**config.mk**
```make
export PLATFORM = sky130hd
export DESIGN_NAME = reorder_buffer
export DESIGN_NICKNAME = d
export VERILOG_FILES = /design/src/rtl/reorder_buffer.sv
export SDC_FILE = /design/constraint.sdc
export NUM_CORES = 1
export LEC_CHECK = 0
export CORE_ASPECT_RATIO = 1.2
export CORE_MARGIN = 2
export CORE_UTILIZATION = 45
export DETAILED_ROUTE_END_ITERATION = 8
export PLACE_DENSITY_LB_ADDON = 0.12
export SETUP_SLACK_MARGIN = 0.3
export SYNTH_ARGS = -nofsm -noshare
export SYNTH_HDL_FRONTEND = slang
export SYNTH_SLANG_ARGS = --single-unit
```
**constraint.sdc**
```tcl
create_clock -name clk -period 5 [get_ports clk]
set_clock_uncertainty 0.15 [all_clocks]
set_input_delay 0.75 -clock clk [delete_from_list [all_inputs] [get_ports clk]]
set_output_delay 0.75 -clock clk [all_outputs]
set_load 0.05 [all_outputs]
```
**src/rtl/reorder_buffer.sv**
```systemverilog
// In-order retirement buffer: allocates renamed instructions at the tail,
// marks completion from writeback, retires from the head, flushes on mispredict.
module reorder_buffer #(
  parameter int N_ENTRIES = 16,
  parameter int PREG_W    = 6,
  parameter int TAG_W     = $clog2(N_ENTRIES)
) (
  input  logic              clk,
  input  logic              rst,
  input  logic              alloc_valid_i,
  output logic              alloc_ready_o,
  input  logic              alloc_rd_used_i,
  input  logic [PREG_W-1:0] alloc_rd_new_p_i,
  input  logic [PREG_W-1:0] alloc_rd_old_p_i,
  input  logic              alloc_is_branch_i,
  output logic [TAG_W-1:0]  alloc_tag_o,
  input  logic              wb_valid_i,
  input  logic [TAG_W-1:0]  wb_tag_i,
  input  logic              wb_mispredict_i,
  output logic              commit_valid_o,
  output logic [TAG_W-1:0]  commit_tag_o,
  output logic              commit_free_valid_o,
  output logic [PREG_W-1:0] commit_free_preg_o,
  output logic              recover_o,
  output logic [TAG_W:0]    count_o
);

  localparam int PW = TAG_W + 1;

  logic [PW-1:0] head_q, head_d, tail_q, tail_d, count;
  logic [N_ENTRIES-1:0] valid_q, valid_d, done_q, done_d;
  logic [N_ENTRIES-1:0] used_q, used_d, br_q, br_d;
  logic [N_ENTRIES-1:0][PREG_W-1:0] old_q, old_d, new_q, new_d;

  logic              cvalid_q, cvalid_d, fvalid_q, fvalid_d;
  logic [TAG_W-1:0]  ctag_q, ctag_d;
  logic [PREG_W-1:0] fpreg_q, fpreg_d;
  logic              recover_q, recover_d;

  logic [TAG_W-1:0] head_idx, tail_idx, mp_off, off_i;
  logic mp_hit, alloc_fire, commit_fire;

  // rd_new is kept per entry for debug visibility; nothing downstream reads it
  logic rd_new_unused;
  assign rd_new_unused = ^new_q;

  assign head_idx = head_q[TAG_W-1:0];
  assign tail_idx = tail_q[TAG_W-1:0];
  assign count    = tail_q - head_q;
  assign mp_hit   = wb_valid_i && wb_mispredict_i
                 && valid_q[wb_tag_i] && br_q[wb_tag_i];
  assign mp_off   = wb_tag_i - head_idx;

  assign alloc_ready_o = !rst && (count < PW'(N_ENTRIES)) && !mp_hit;
  assign alloc_fire    = alloc_valid_i && alloc_ready_o;
  assign commit_fire   = valid_q[head_idx] && done_q[head_idx];

  assign alloc_tag_o         = tail_idx;
  assign count_o             = count;
  assign commit_valid_o      = cvalid_q;
  assign commit_tag_o        = ctag_q;
  assign commit_free_valid_o = fvalid_q;
  assign commit_free_preg_o  = fpreg_q;
  assign recover_o           = recover_q;

  // next state: writeback, flush, retire, then allocate
  always_comb begin
    valid_d = valid_q;
    done_d  = done_q;
    used_d  = used_q;
    br_d    = br_q;
    old_d   = old_q;
    new_d   = new_q;
    head_d  = head_q;
    tail_d  = tail_q;
    off_i   = '0;

    if (wb_valid_i && valid_q[wb_tag_i])
      done_d[wb_tag_i] = 1'b1;

    if (mp_hit) begin
      for (int i = 0; i < N_ENTRIES; i++) begin
        off_i = TAG_W'(i) - head_idx;
        if (off_i > mp_off) begin
          valid_d[i] = 1'b0;
          done_d[i]  = 1'b0;
        end
      end
      tail_d = head_q + {1'b0, mp_off} + PW'(1);
    end

    if (commit_fire) begin
      valid_d[head_idx] = 1'b0;
      done_d[head_idx]  = 1'b0;
      head_d = head_q + PW'(1);
    end

    if (alloc_fire) begin
      valid_d[tail_idx] = 1'b1;
      done_d[tail_idx]  = 1'b0;
      used_d[tail_idx]  = alloc_rd_used_i;
      br_d[tail_idx]    = alloc_is_branch_i;
      old_d[tail_idx]   = alloc_rd_old_p_i;
      new_d[tail_idx]   = alloc_rd_new_p_i;
      tail_d = tail_q + PW'(1);
    end

    cvalid_d  = commit_fire;
    ctag_d    = commit_fire ? head_idx : '0;
    fvalid_d  = commit_fire && used_q[head_idx]
             && (old_q[head_idx] != '0);
    fpreg_d   = fvalid_d ? old_q[head_idx] : '0;
    recover_d = mp_hit;
  end

  // state registers with synchronous reset
  always_ff @(posedge clk) begin
    if (rst) begin
      head_q    <= '0;
      tail_q    <= '0;
      valid_q   <= '0;
      done_q    <= '0;
      used_q    <= '0;
      br_q      <= '0;
      old_q     <= '0;
      new_q     <= '0;
      cvalid_q  <= 1'b0;
      ctag_q    <= '0;
      fvalid_q  <= 1'b0;
      fpreg_q   <= '0;
      recover_q <= 1'b0;
    end else begin
      head_q    <= head_d;
      tail_q    <= tail_d;
      valid_q   <= valid_d;
      done_q    <= done_d;
      used_q    <= used_d;
      br_q      <= br_d;
      old_q     <= old_d;
      new_q     <= new_d;
      cvalid_q  <= cvalid_d;
      ctag_q    <= ctag_d;
      fvalid_q  <= fvalid_d;
      fpreg_q   <= fpreg_d;
      recover_q <= recover_d;
    end
  end

endmodule

```
==> Word-level counts from Yosys, hierarchy flattened <==
Cells that the tools add are included.
{ "word_totals": {"regBits": 183, "input_bits": 23, "output_inout_bits": 23, "word_cells": 164} }
{ "op_classes": {"addsub": 22, "n_lt_le_gt_ge": 23, "mux": 64, "bitwise_logic": 9, "reduce_logical": 19} }
{ "op_table": {"columns": ["op", "count"], "rows": [
  ["2-to-1 mux 16 bit", 7],
  ["bitwise mux 96 bit", 1],
  ["> comparator 4 bit", 16],
  ["bitwise AND 16 bit", 3],
  ["2-to-1 mux 1 bit", 40],
  ["bitwise mux 16 bit", 2],
  ["NOT 16 bit", 2],
  ["bitwise OR 16 bit", 2],
  ["subtractor 4 bit, first input constant", 8],
  ["binary-select mux 6 bit (select 4 bit)", 1],
  ["demux 6 bit (select 4 bit)", 1],
  ["binary-select mux 1 bit (select 4 bit)", 5],
  ["subtractor 3 x 4 -> 4 bit, first input constant", 4],
  ["adder 5 x 1 -> 5 bit, second input constant", 3],
  ["less-than comparator 4 x 5 -> 1 bit, second input constant", 3],
  ["logical AND 1 bit", 13],
  ["demux 1 bit (select 4 bit)", 3],
  ["greater-or-equal comparator 4 x 1 -> 1 bit, second input constant", 3],
  ["2-to-1 mux 6 bit", 2],
  ["2-to-1 mux 5 bit", 2],
  ["subtractor 1 x 4 -> 4 bit, first input constant", 2],
  ["subtractor 2 x 4 -> 4 bit, first input constant", 2],
  ["nonzero test 6 bit", 1],
  ["adder 5 x 4 -> 5 bit", 1],
  ["7 further kinds", 10]
]} }

==> Logic depth before layout (Yosys ltp) <==
Gate-level depths: netlist of run 1.
{ "depth": {"depth_word": 12, "depth_mapped": 14, "depth_no_buf": 12} }

==> Worst setup path after synthesis of run 1 <==
OpenSTA, ideal clock, no wires.
{ "synth_timing": {"path_type": "reg2out", "start": "register tail_q[0]", "end": "output alloc_ready_o", "arrival_time_ns": 3.598, "required_time_ns": 4.100, "setup_slack_ns": 0.502, "path_stages_with_launch": 11, "n_path_buf": 2, "path_cell_list": "dfxtp_1 -> inv_1 -> ha_1 -> fa_1 -> nand2b_1 -> o2bb2ai_1 -> xnor3_1 -> clkbuf_1 -> clkbuf_1 -> inv_1 -> nor3_1"} }
{ "synth_via": {"elab_chain_cells": 4} }
{ "synth_lines": {"columns": ["item", "line", "source"], "rows": [
  ["from (decl)", "30", "logic [PW-1:0] head_q, head_d, tail_q, tail_d, count;"],
  ["from (signal assigned)", "134", "tail_q <= tail_d;"],
  ["subtractor 5 bit", "49", "assign count = tail_q - head_q;"],
  ["named net count_o[4]", "25", "output logic [TAG_W:0] count_o"],
  ["less-than comparator 5 bit", "54", "assign alloc_ready_o = !rst && (count < PW'(N_ENTRIES)) && !mp_hit;"],
  ["logical AND 1 bit (2 in a row)", "54", null],
  ["to (decl)", "11", "output logic alloc_ready_o,"]
]} }
The timed path passes the listed nets, and every way through them passes these cells.

==> Worst setup path in the final report of run 1 <==
{ "layout_timing": {"start": "register tail_q[0]", "end": "output count_o[4]"} }
{ "layout_via": {"elab_chain_cells": 1} }
{ "layout_lines": {"columns": ["item", "line"], "rows": [
  ["subtractor 5 bit", "49"],
  ["to (decl)", "25"]
]} }
No other way between the ends.

==> results.md, run 1 <==
* Placed cell area at 10700 µm²
* Post-detailed-routing wire length at between 30000 and 40000 µm
* Gr usage total at 27.1%
* DR vias/cell at 6.28
* Worst Path Arrival at 3350 ps
* Cell family with most CP delay: buffers and inverters
* CTS clock-pin slew for the worst setup and hold paths at 70 ps
* Post-DP HPWL at 21300 µm
* Worst path max stage delay at around 800 ps
* Top cells by area, synth: dfxtp_1, a21oi_1, mux4_2
* Synth async-reset ratio at 0%
* Number of synthesized flops with an enable pin at 0
* Worst-Skew Late Latency at roughly 440 ps
* Post-synth top area cell: dfxtp_1
* Max cap viols at 0
* Sequential fraction of the synthesis area at 35.3%
* Yosys warns at 0
* Count of final max-slew check failures at 0
* H-Tree Level Count at 4
* Pre-CTS WS at 503 ps
* Initial Utilization at ~46%
* Worst setup margin at ~750 ps
* Post-synthesis area per instance at 8.87 µm²
* Drt drc at 0
* Final worst-path cycle share at 85.0%
* Hold Fails Final Rpt at 0
* Placed cells at 1390
* Hold Crit Depth at 2
* Share of cells above drive strength 1 at roughly a tenth
* Die H at 170 µm
* Critical Path Most Common Cell: inv_1
* Leakage Power at 3.87 nW
* Final Non-Filler Cells at 1422
* FF-to-FF path depth at 10
* Worst setup path class: register to output pin
* Die width at 143 µm
* RSZ-0062 raised after global routing: false
* Outcome: completed
* Worst path cell trace: inv_1 > ha_1 > fa_1 > nand2b_1 > o2bb2ai_1 > xnor3_1 > buf_4 > inv_1 > clkdlybuf4s50_1
* Pre-antenna DRT Iters at 7
* Max Fclk at 235 MHz
* 1st-iter DRT viols at 896
* CP Depth at 9
* Core Rows at 60
* Wirelength per Cell at between 20 and 25 µm
* Post-cts gate resize count at 0
* Worst-Margin Slew at 1150 ps
* Port bufs at 39
* Post-synth cell types at 77
* Pin count of the biggest net entering global routing at 142
* Max Root-Sink Buffers at 2
* Critical Path Fanout Max at 39
* Synth Instances at 1170
* ANT nets after route at 0
* Layout fillers at approximately 2200
* Core area at 22500 µm²
* Root buffer selected by CTS: clkbuf_16
* Most frequent cell after synthesis: dfxtp_1
* Initial antenna violation count at 0
* Post-Syn Nets at 1245
* Yosys top cell area share at 35.3%
* Netlist Area Pre-Place at 10400 µm²
* Worst setup EP type: output pin
* Cts hold-fix bufs at 0
* Setup Total Neg Slack at 0 ps
* Hold crit path type: register to register
* Worst setup SP type: register
* RePlAce Congestion at between 0.8 and 0.9
* Post-route minimum period at around 4300 ps
* Relative slew slack at between 20% and 30%
* Clock sinks at between 150 and 200
* Number of global-route vias before repair at 8543
* Buffer and inverter count on the worst path at 4
* Setup violators final at 0
* TritonCTS clock tree: yes
* Congestion Overflow GR at 0
* CP max stage cell: clkdlybuf4s50_1
* VDD IR max at around 0.23 mV
* TritonCTS buffer count at 17
* # diodes at 0
* FF+latch count, synth at 183
* Setup Buffers After CTS at 0
* First-pass GRT wire length at 50400 µm
* Prevailing post-synth register cell: dfxtp_1
* Final nets at 1205
* Worst endpoint required time at 4100 ps
* I/O pin cnt at 46
* Die ar. at 24300 µm²
* Cell Pwr Density at 282 nW/µm²
* Via count at 8926
* Commonest cells in the netlist: dfxtp_1, a21oi_1, nand3_1
* Area Overhead vs Synth at 8.48%
* Design area at 11300 µm²
cell type report:
class	instances	area (µm²)	share of cell area, %
Clock buffer	18	439	3.90
Clock inverter	14	159	1.41
Inverter	43	164	1.46
Multi-Input combinational cell	829	5920	52.6
Sequential cell	183	3670	32.5
Tap cell	279	349	3.10
Timing Repair Buffer	56	563	5.00
where the power goes:
group	leakage, nW	switching (mW)	internal [mW]
Sequential	1.48	0.0106	1.47
Combinational	2.11	0.211	0.102
Clock	0.289	0.659	0.726
metal layers:
| layer | routed length (µm) | global-route usage (%) | share of wire [%] |
|---|---|---|---|
| met1 | 13800 | 34.5 | 43 |
| met5 | 0 | 0 | 0 |
| met4 | 973 | 9.30 | 3.0 |
| met2 | 16300 | 46.8 | 50 |
| met3 | 1380 | 4.00 | 4.3 |
layout by cell type, fill, tap and decap left out, types with 9 or more instances in the layout:
cell             netlist  final
a21oi_1              163    163
a31oi_1               12     12
and2_1                 9      9
and3_1                30     30
buf_4                 12     15
clkbuf_16              0     17
clkdlybuf4s50_1        0     37
dfxtp_1              183    181
ha_1                  48     48
inv_1                 41     41
mux2i_1                9      9
mux4_2                36     36
nand2_1               45     45
nand3_1              152    152
nor2_1                26     26
o21ai_0              134    134
xnor2_1               18     18
per-stage QoR:
stage	utilization (%)	power [mW]	hold slack (ps)
after floorplan	-	1.73	299
after global placement	47.4	1.82	308
after detailed placement	47.4	1.82	314
after CTS	50.0	3.19	324
after global routing	50.0	3.27	344
final	50.0	3.18	325
worst register-to-register path, delay by kind of cell, from the launching register on:
| family | cells | cell delay (ps) |
|---|---|---|
| buffers and inverters | 2 | 420 |
| adders and majority gates | 3 | 1060 |
| and+or+nand+nor | 2 | 790 |
| xor gates and xnor gates | 1 | 280 |
| AOI/OAI and AO/OA | 2 | 520 |
| DFF | 1 | 330 |
state kept, by name, indices dropped and copies added, names as in the netlist:
register             flops
head_q                   5
commit_valid_o           1
br_q                    16
valid_q                 16
old_q                   96
commit_tag_o             4
commit_free_preg_o       6
done_q                  16
commit_free_valid_o      1
used_q                  16
recover_o                1
tail_q                   5
cells by family (layout without fill, tap and decap cells):
kind of cell | after synthesis | after routing | synth area share, %
compound gates | 393 | 393 | 22.3
simple gates | 311 | 311 | 16.7
flops | 183 | 183 | 35.3
buf+inv | 158 | 131 | 7.82
fa+ha+maj | 54 | 54 | 6.75
mux | 47 | 47 | 8.89
xor+xnor | 24 | 24 | 2.29
final timing paths:
kind,from,end,slack (ps)
hold / removal,used_q[14],used_q[14],330
hold reg to reg,used_q[14],used_q[14],330
setup / recovery,tail_q[0],count_o[4],750
setup reg to reg,head_q[0],valid_q[13],1310
Power figures use the tool's default switching activity.
==> run 2: changes to the inputs <==
--- a/config.mk
+++ b/config.mk
@@ -5,7 +5,6 @@
 export SDC_FILE = /design/constraint.sdc
 export NUM_CORES = 1
 export LEC_CHECK = 0
-export CORE_ASPECT_RATIO = 1.2
 export CORE_MARGIN = 2
 export CORE_UTILIZATION = 45
 export DETAILED_ROUTE_END_ITERATION = 8
==> results.md, run 2 (same netlist as run 1, synthesis figures left out) <==
* Outcome: completed (unchanged)
* TritonCTS clock tree: yes (unchanged)
* Hold Fails Final Rpt at 0 (unchanged)
* Worst-Margin Slew at 1090 ps (was 1150 ps)
* Core area at 22600 µm² (was 22500 µm²)
* Root buffer selected by CTS: clkbuf_16 (unchanged)
* Count of final max-slew check failures at 0 (unchanged)
* Worst Path Arrival at 3350 ps (about the same)
* Via count at 9136 (was 8926)
* Initial Utilization at 45.9% (was 46.1%)
* Hold crit path type: register to register (unchanged)
* Die width at 156 µm (was 143 µm)
* Hold_ws at 326 ps (was 325 ps)
* 1st-iter DRT viols at 923 (was 896)
* Max Fclk at 235 MHz (about the same)
* Number of global-route vias before repair at 8507 (was 8543)
* Max cap viols at 0 (unchanged)
* Footprint of the multi-input gates at 5920 µm² (unchanged)
* TritonCTS buffer count at 17 (unchanged)
* Worst setup path class: primary input to output pin (was register to output pin)
* Critical Path Fanout Max at 19 (was 39)
* RePlAce Congestion at 0.859 (was 0.851)
* Congestion Overflow GR at 0 (unchanged)
* Share of cells above drive strength 1 at 10.9% (was 10.4%)
* Worst path max stage delay at 560 ps (was 800 ps)
* Area Overhead vs Synth at 8.98% (was 8.48%)
* Cell Pwr Density at 283 nW/µm² (was 282 nW/µm²)
* Die ar. at 24300 µm² (about the same)
* Setup violators final at 0 (unchanged)
* I/O pin cnt at 46 (unchanged)
* CTS clock-pin slew for the worst setup and hold paths at 80 ps (was 70 ps)
* Final nets at 1210 (was 1205)
* Layout fillers at 2113 (was 2194)
* ANT nets after route at 0 (unchanged)
* Worst setup SP type: primary input (was register)
* Clock sinks at 183 (unchanged)
* Placed cell area at 10700 µm² (about the same)
* Post-DP HPWL at 21300 µm (about the same)
* Relative slew slack at 27.1% (was 23.4%)
* Leakage Power at 3.90 nW (was 3.87 nW)
* Cts hold-fix bufs at 0 (unchanged)
* Initial antenna violation count at 1 (was 0)
* Buffer and inverter count on the worst path at 3 (was 4)
* Setup Total Neg Slack at 0 ps (unchanged)
* Cell family with most CP delay: buffers and inverters (unchanged)
* Max reg flops at 96 (unchanged)
* Drt drc at 0 (unchanged)
* Port bufs at 39 (unchanged)
* Worst setup EP type: output pin (unchanged)
* First-pass GRT wire length at 51000 µm (was 50400 µm)
* Worst path cell trace: clkdlybuf4s50_1 > buf_4 > mux4_2 > o311ai_1 > a211oi_4 > nor3_1 > buf_12 (was inv_1 > ha_1 > fa_1 > nand2b_1 > o2bb2ai_1 > xnor3_1 > buf_4 > inv_1 > clkdlybuf4s50_1)
* Core Rows at 55 (was 60)
* Gr usage total at 27.6% (was 27.1%)
* Pin count of the biggest net entering global routing at 142 (unchanged)
* Setup Buffers After CTS at 0 (unchanged)
* Worst-Skew Late Latency at 440 ps (about the same)
* Die H at 156 µm (was 170 µm)
* Sequential cell area at 3670 µm² (unchanged)
* Worst endpoint required time at 4100 ps (about the same)
* Post-cts gate resize count at 0 (unchanged)
* Max Root-Sink Buffers at 2 (unchanged)
* Final worst-path cycle share at 85.0% (about the same)
* Largest Register: old_q (unchanged)
* Pre-antenna DRT Iters at 7 (unchanged)
* Worst setup margin at 751 ps (was 749 ps)
* Wirelength per Cell at 23.0 µm (was 22.8 µm)
* Pre-CTS WS at 503 ps (about the same)
* DR vias/cell at 6.37 (was 6.28)
* Commonest non-fill, non-tap cell in the layout: dfxtp_1 (unchanged)
* Post-detailed-routing wire length at 33000 µm (was 32400 µm)
* Most frequent cells in the layout: dfxtp_1, a21oi_1, nand3_1 (unchanged)
* Design area at 11300 µm² (about the same)
* CP max stage cell: mux4_2 (was clkdlybuf4s50_1)
* Core Util, Final at 50.0% (about the same)
* RSZ-0062 raised after global routing: false (unchanged)
* Post-route minimum period at 4250 ps (about the same)
* H-Tree Level Count at 4 (unchanged)
* VDD IR max at 0.244 mV (was 0.231 mV)
-- run 2: changes by cell type in the layout (fill, tap and decap cells not counted), sizes merged --
cell and change:
buf +6, inv +3, clkinvlp -2, bufinv -1, clkbuf -1, clkdlybuf4s50 -1, clkinv +1, diode +1
-- run 2: layout make-up --
cell class	instances	share of cell area (%)
multi-input combinational	829	52.3
sequential	183	32.4
timing repair buffer	61	5.18
clock buffer	17	3.76
tap	285	3.15
clock inverter	15	1.69
inverter	43	1.45
antenna	1	0.0221
-- run 2: worst reg2reg max path: cells and delay by family (launching register included) --
| family | cells | cell delay, ps |
|---|---|---|
| simple gates | 2 | 800 |
| buf+inv | 1 | 610 |
| compound gates | 3 | 730 |
| flops | 1 | 430 |
| fa+ha+maj | 2 | 800 |
-- run 2: layer usage --
layer | GRT usage (%) | wire length (µm) | part of all wire [%]
met2 | 41.3 | 14600 | 44
met1 | 39.9 | 15200 | 46
met3 | 5.11 | 2340 | 7.1
met5 | 0 | 0 | 0
met4 | 9.61 | 826 | 2.5
-- run 2: metrics by stage --
step           std cells  power (mW)
2_1_floorplan       1170        1.73
3_3_place_gp        1401        1.82
3_5_place_dp        1401        1.83
4_1_cts             1433        3.22
5_1_grt             1434        3.31
6_report            1434        3.21
-- run 2: path summary, 6_finish.rpt --
check / from / to / slack (ps) / cells after the start
hold reg to reg: old_q[35] / old_q[35] / 330 / 2
hold / removal: old_q[35] / old_q[35] / 330 / 2
setup reg to reg: head_q[1] / valid_q[13] / 1330 / 8
setup / recovery: wb_tag_i[0] / alloc_ready_o / 750 / 7
-- run 2: power breakdown --
group          total, mW  internal (mW)  switching, mW
clock network       1.41          0.693          0.717
logic              0.318          0.104          0.214
registers           1.48           1.47        0.00991
total               3.21           2.27          0.941
==> run 3: changes to the inputs <==
==> constraint.sdc (replaced) <==
create_clock -name clk -period 3.71 [get_ports clk]
set_clock_uncertainty 0.15 [all_clocks]
set_input_delay 0.5565 -clock clk [delete_from_list [all_inputs] [get_ports clk]]
set_output_delay 0.5565 -clock clk [all_outputs]
set_load 0.05 [all_outputs]
==> results.md, run 3 (same netlist as run 1, synthesis figures left out) <==
* Initial Utilization at 45.9% (unchanged)
* Die H at 156 µm (unchanged)
* Worst-Skew Late Latency at 460 ps (was 440 ps)
* Clock sinks at 183 (unchanged)
* Final worst-path cycle share at 88.1%
* Footprint of the multi-input gates at 5980 µm² (was 5920 µm²)
* CP max stage cell: dfxtp_4 (was mux4_2)
* Post-detailed-routing wire length at 31900 µm (was 33000 µm)
* Critical R2R Launch: tail_q[0] (was head_q[1])
* Placed cells at 1434 (was 1401)
* Via count at 9157 (was 9136)
* Core Rows at 55 (unchanged)
* Met2 WL post-DR at 14400 µm (was 14600 µm)
* Worst Path Arrival at 2560 ps (was 3350 ps)
* Worst path cell trace: inv_1 > ha_2 > fa_2 > nand2b_1 > o2bb2ai_2 > xnor3_1 > buf_6 > clkinvlp_4 > nor3_4 > buf_12 (was clkdlybuf4s50_1 > buf_4 > mux4_2 > o311ai_1 > a211oi_4 > nor3_1 > buf_12)
* Cts hold-fix bufs at 0 (unchanged)
* TritonCTS clock tree: yes (unchanged)
* Final Non-Filler Cells at 1471 (was 1434)
* # diodes at 0 (was 1)
* Leakage Power at 4.14 nW (was 3.90 nW)
* Hold crit path type: register to register (unchanged)
* Max Fclk at 306 MHz
* RePlAce Congestion at 0.866 (was 0.859)
* Critical Path Fanout Max at 7 (was 19)
* Wirelength per Cell at 21.7 µm (was 23.0 µm)
* Core area at 22600 µm² (unchanged)
* Area Overhead vs Synth at 13.6% (was 8.98%)
* Commonest non-fill, non-tap cell in the layout: dfxtp_1 (unchanged)
* Number of global-route vias before repair at 8665 (was 8507)
* Root buffer selected by CTS: clkbuf_16 (unchanged)
* Post-DP HPWL at 22400 µm (was 21300 µm)
* Worst endpoint required time at 3000 ps (was 4100 ps)
* Met3 routed WL at 1930 µm (was 2340 µm)
* Initial antenna violation count at 0 (was 1)
* Max Root-Sink Buffers at 2 (unchanged)
* Layout fillers at 2085 (was 2113)
* DR vias/cell at 6.23 (was 6.37)
* H-Tree Level Count at 4 (unchanged)
* Outcome: completed (unchanged)
* Critical Path Start: tail_q[0] (was wb_tag_i[0])
* Post-route minimum period at 3270 ps
* Setup violators final at 0 (unchanged)
* Gr usage total at 26.7% (was 27.6%)
* Hold Fails Final Rpt at 0 (unchanged)
* ANT nets after route at 0 (unchanged)
* CTS clock-pin slew for the worst setup and hold paths at 90 ps (was 80 ps)
* Worst setup EP type: output pin (unchanged)
* Worst hold start: old_q[20] (was old_q[35])
* Worst-Margin Slew at 1060 ps (was 1090 ps)
* Relative slew slack at 29.6% (was 27.1%)
* Cell Pwr Density at 372 nW/µm² (was 283 nW/µm²)
* Pin count of the biggest net entering global routing at 89 (was 142)
* I/O pin cnt at 46 (unchanged)
* Worst path max stage delay at 350 ps (was 560 ps)
* Setup Total Neg Slack at 0 ps (unchanged)
* Most frequent cells in the layout: dfxtp_1, a21oi_1, nand3_1 (unchanged)
* Congestion Overflow GR at 0 (unchanged)
* Share of cells above drive strength 1 at 15.2% (was 10.9%)
* Worst setup SP type: register (was primary input)
* Final nets at 1248 (was 1210)
* RSZ-0062 raised after global routing: false (unchanged)
* TritonCTS buffer count at 17 (unchanged)
* Met1 wire length at 15000 µm (was 15200 µm)
* DR top layer: met4 (unchanged)
* Max reg flops at 96 (unchanged)
* Die ar. at 24300 µm² (unchanged)
* First-pass GRT wire length at 50300 µm (was 51000 µm)
* Largest Register: old_q (unchanged)
* 1st-iter DRT viols at 929 (was 923)
* Worst setup path class: register to output pin (was primary input to output pin)
* Port bufs at 39 (unchanged)
* Count of final max-slew check failures at 0 (unchanged)
* VDD IR max at 0.210 mV (was 0.244 mV)
* Pre-antenna DRT Iters at 5 (was 7)
* Sequential cell area at 3670 µm² (about the same)
* Max cap viols at 0 (unchanged)
* Die width at 156 µm (unchanged)
* Drt drc at 0 (unchanged)
## run 3: cell count changes in the layout (fill, tap and decap cells not counted), moves of 3 or more
cell / change
inv_8: -3
buf_12: +8
dfxtp_1: -3
clkinv_8: +4
buf_4: +30
clkdlybuf4s50_1: -4
## run 3: worst paths after layout
| kind | to | slack (ps) | depth (start not counted) |
|---|---|---|---|
| setup reg to reg | done_q[1] | 590 | 11 |
| setup / recovery | alloc_ready_o | 440 | 10 |
| hold reg to reg | old_q[20] | 330 | 2 |
| hold / removal | old_q[20] | 330 | 2 |
## run 3: cell type report
type	count	share of cell area [%]
Multi-Input combinational cell	829	50.7
Sequential cell	183	31.1
Timing Repair Buffer	99	8.26
Clock buffer	17	3.61
Tap cell	285	3.02
Clock inverter	15	1.81
Inverter	43	1.44
## run 3: power by group
part / switching (mW) / total, mW / internal, mW
sequential: 0.0124 / 1.99 / 1.98
clock: 0.990 / 1.93 / 0.938
combinational: 0.297 / 0.467 / 0.171
## run 3: metal layers
metal	GRT usage [%]	up-vias
li1	-	4330
met1	39.3	4431
met2	40.9	359
met3	3.50	37
met4	8.30	0
met5	0	-
## run 3: repair_timing
action                     in CTS  in global routing
pin swaps                       4                  1
resized for setup              10                  5
setup endpoints to repair       2                  5
setup buffers                   4                  1
## run 3: worst max-delay path, delay by kind of cell, from the launching register on
| kind | cells | cell delay, ps |
|---|---|---|
| buf+inv | 4 | 490 |
| xor+xnor | 1 | 250 |
| flops | 1 | 350 |
| compound gates | 1 | 150 |
| simple gates | 2 | 320 |
| fa+ha+maj | 2 | 550 |
## run 3: through the flow
step / util [%] / cell area (µm²) / setup slack, ps / hold slack, ps / total power [mW]
finish: 52.1 / 11800 / 442 / 326 / 4.39
global route: 52.1 / 11800 / 336 / 346 / 4.52
CTS: 52.0 / 11800 / 306 / 325 / 4.40
detailed placement: 49.0 / 11100 / 30.8 / 313 / 2.49
global placement: 49.0 / 11100 / 66.8 / 308 / 2.49
floorplan: - / 10400 / 241 / 299 / 2.34
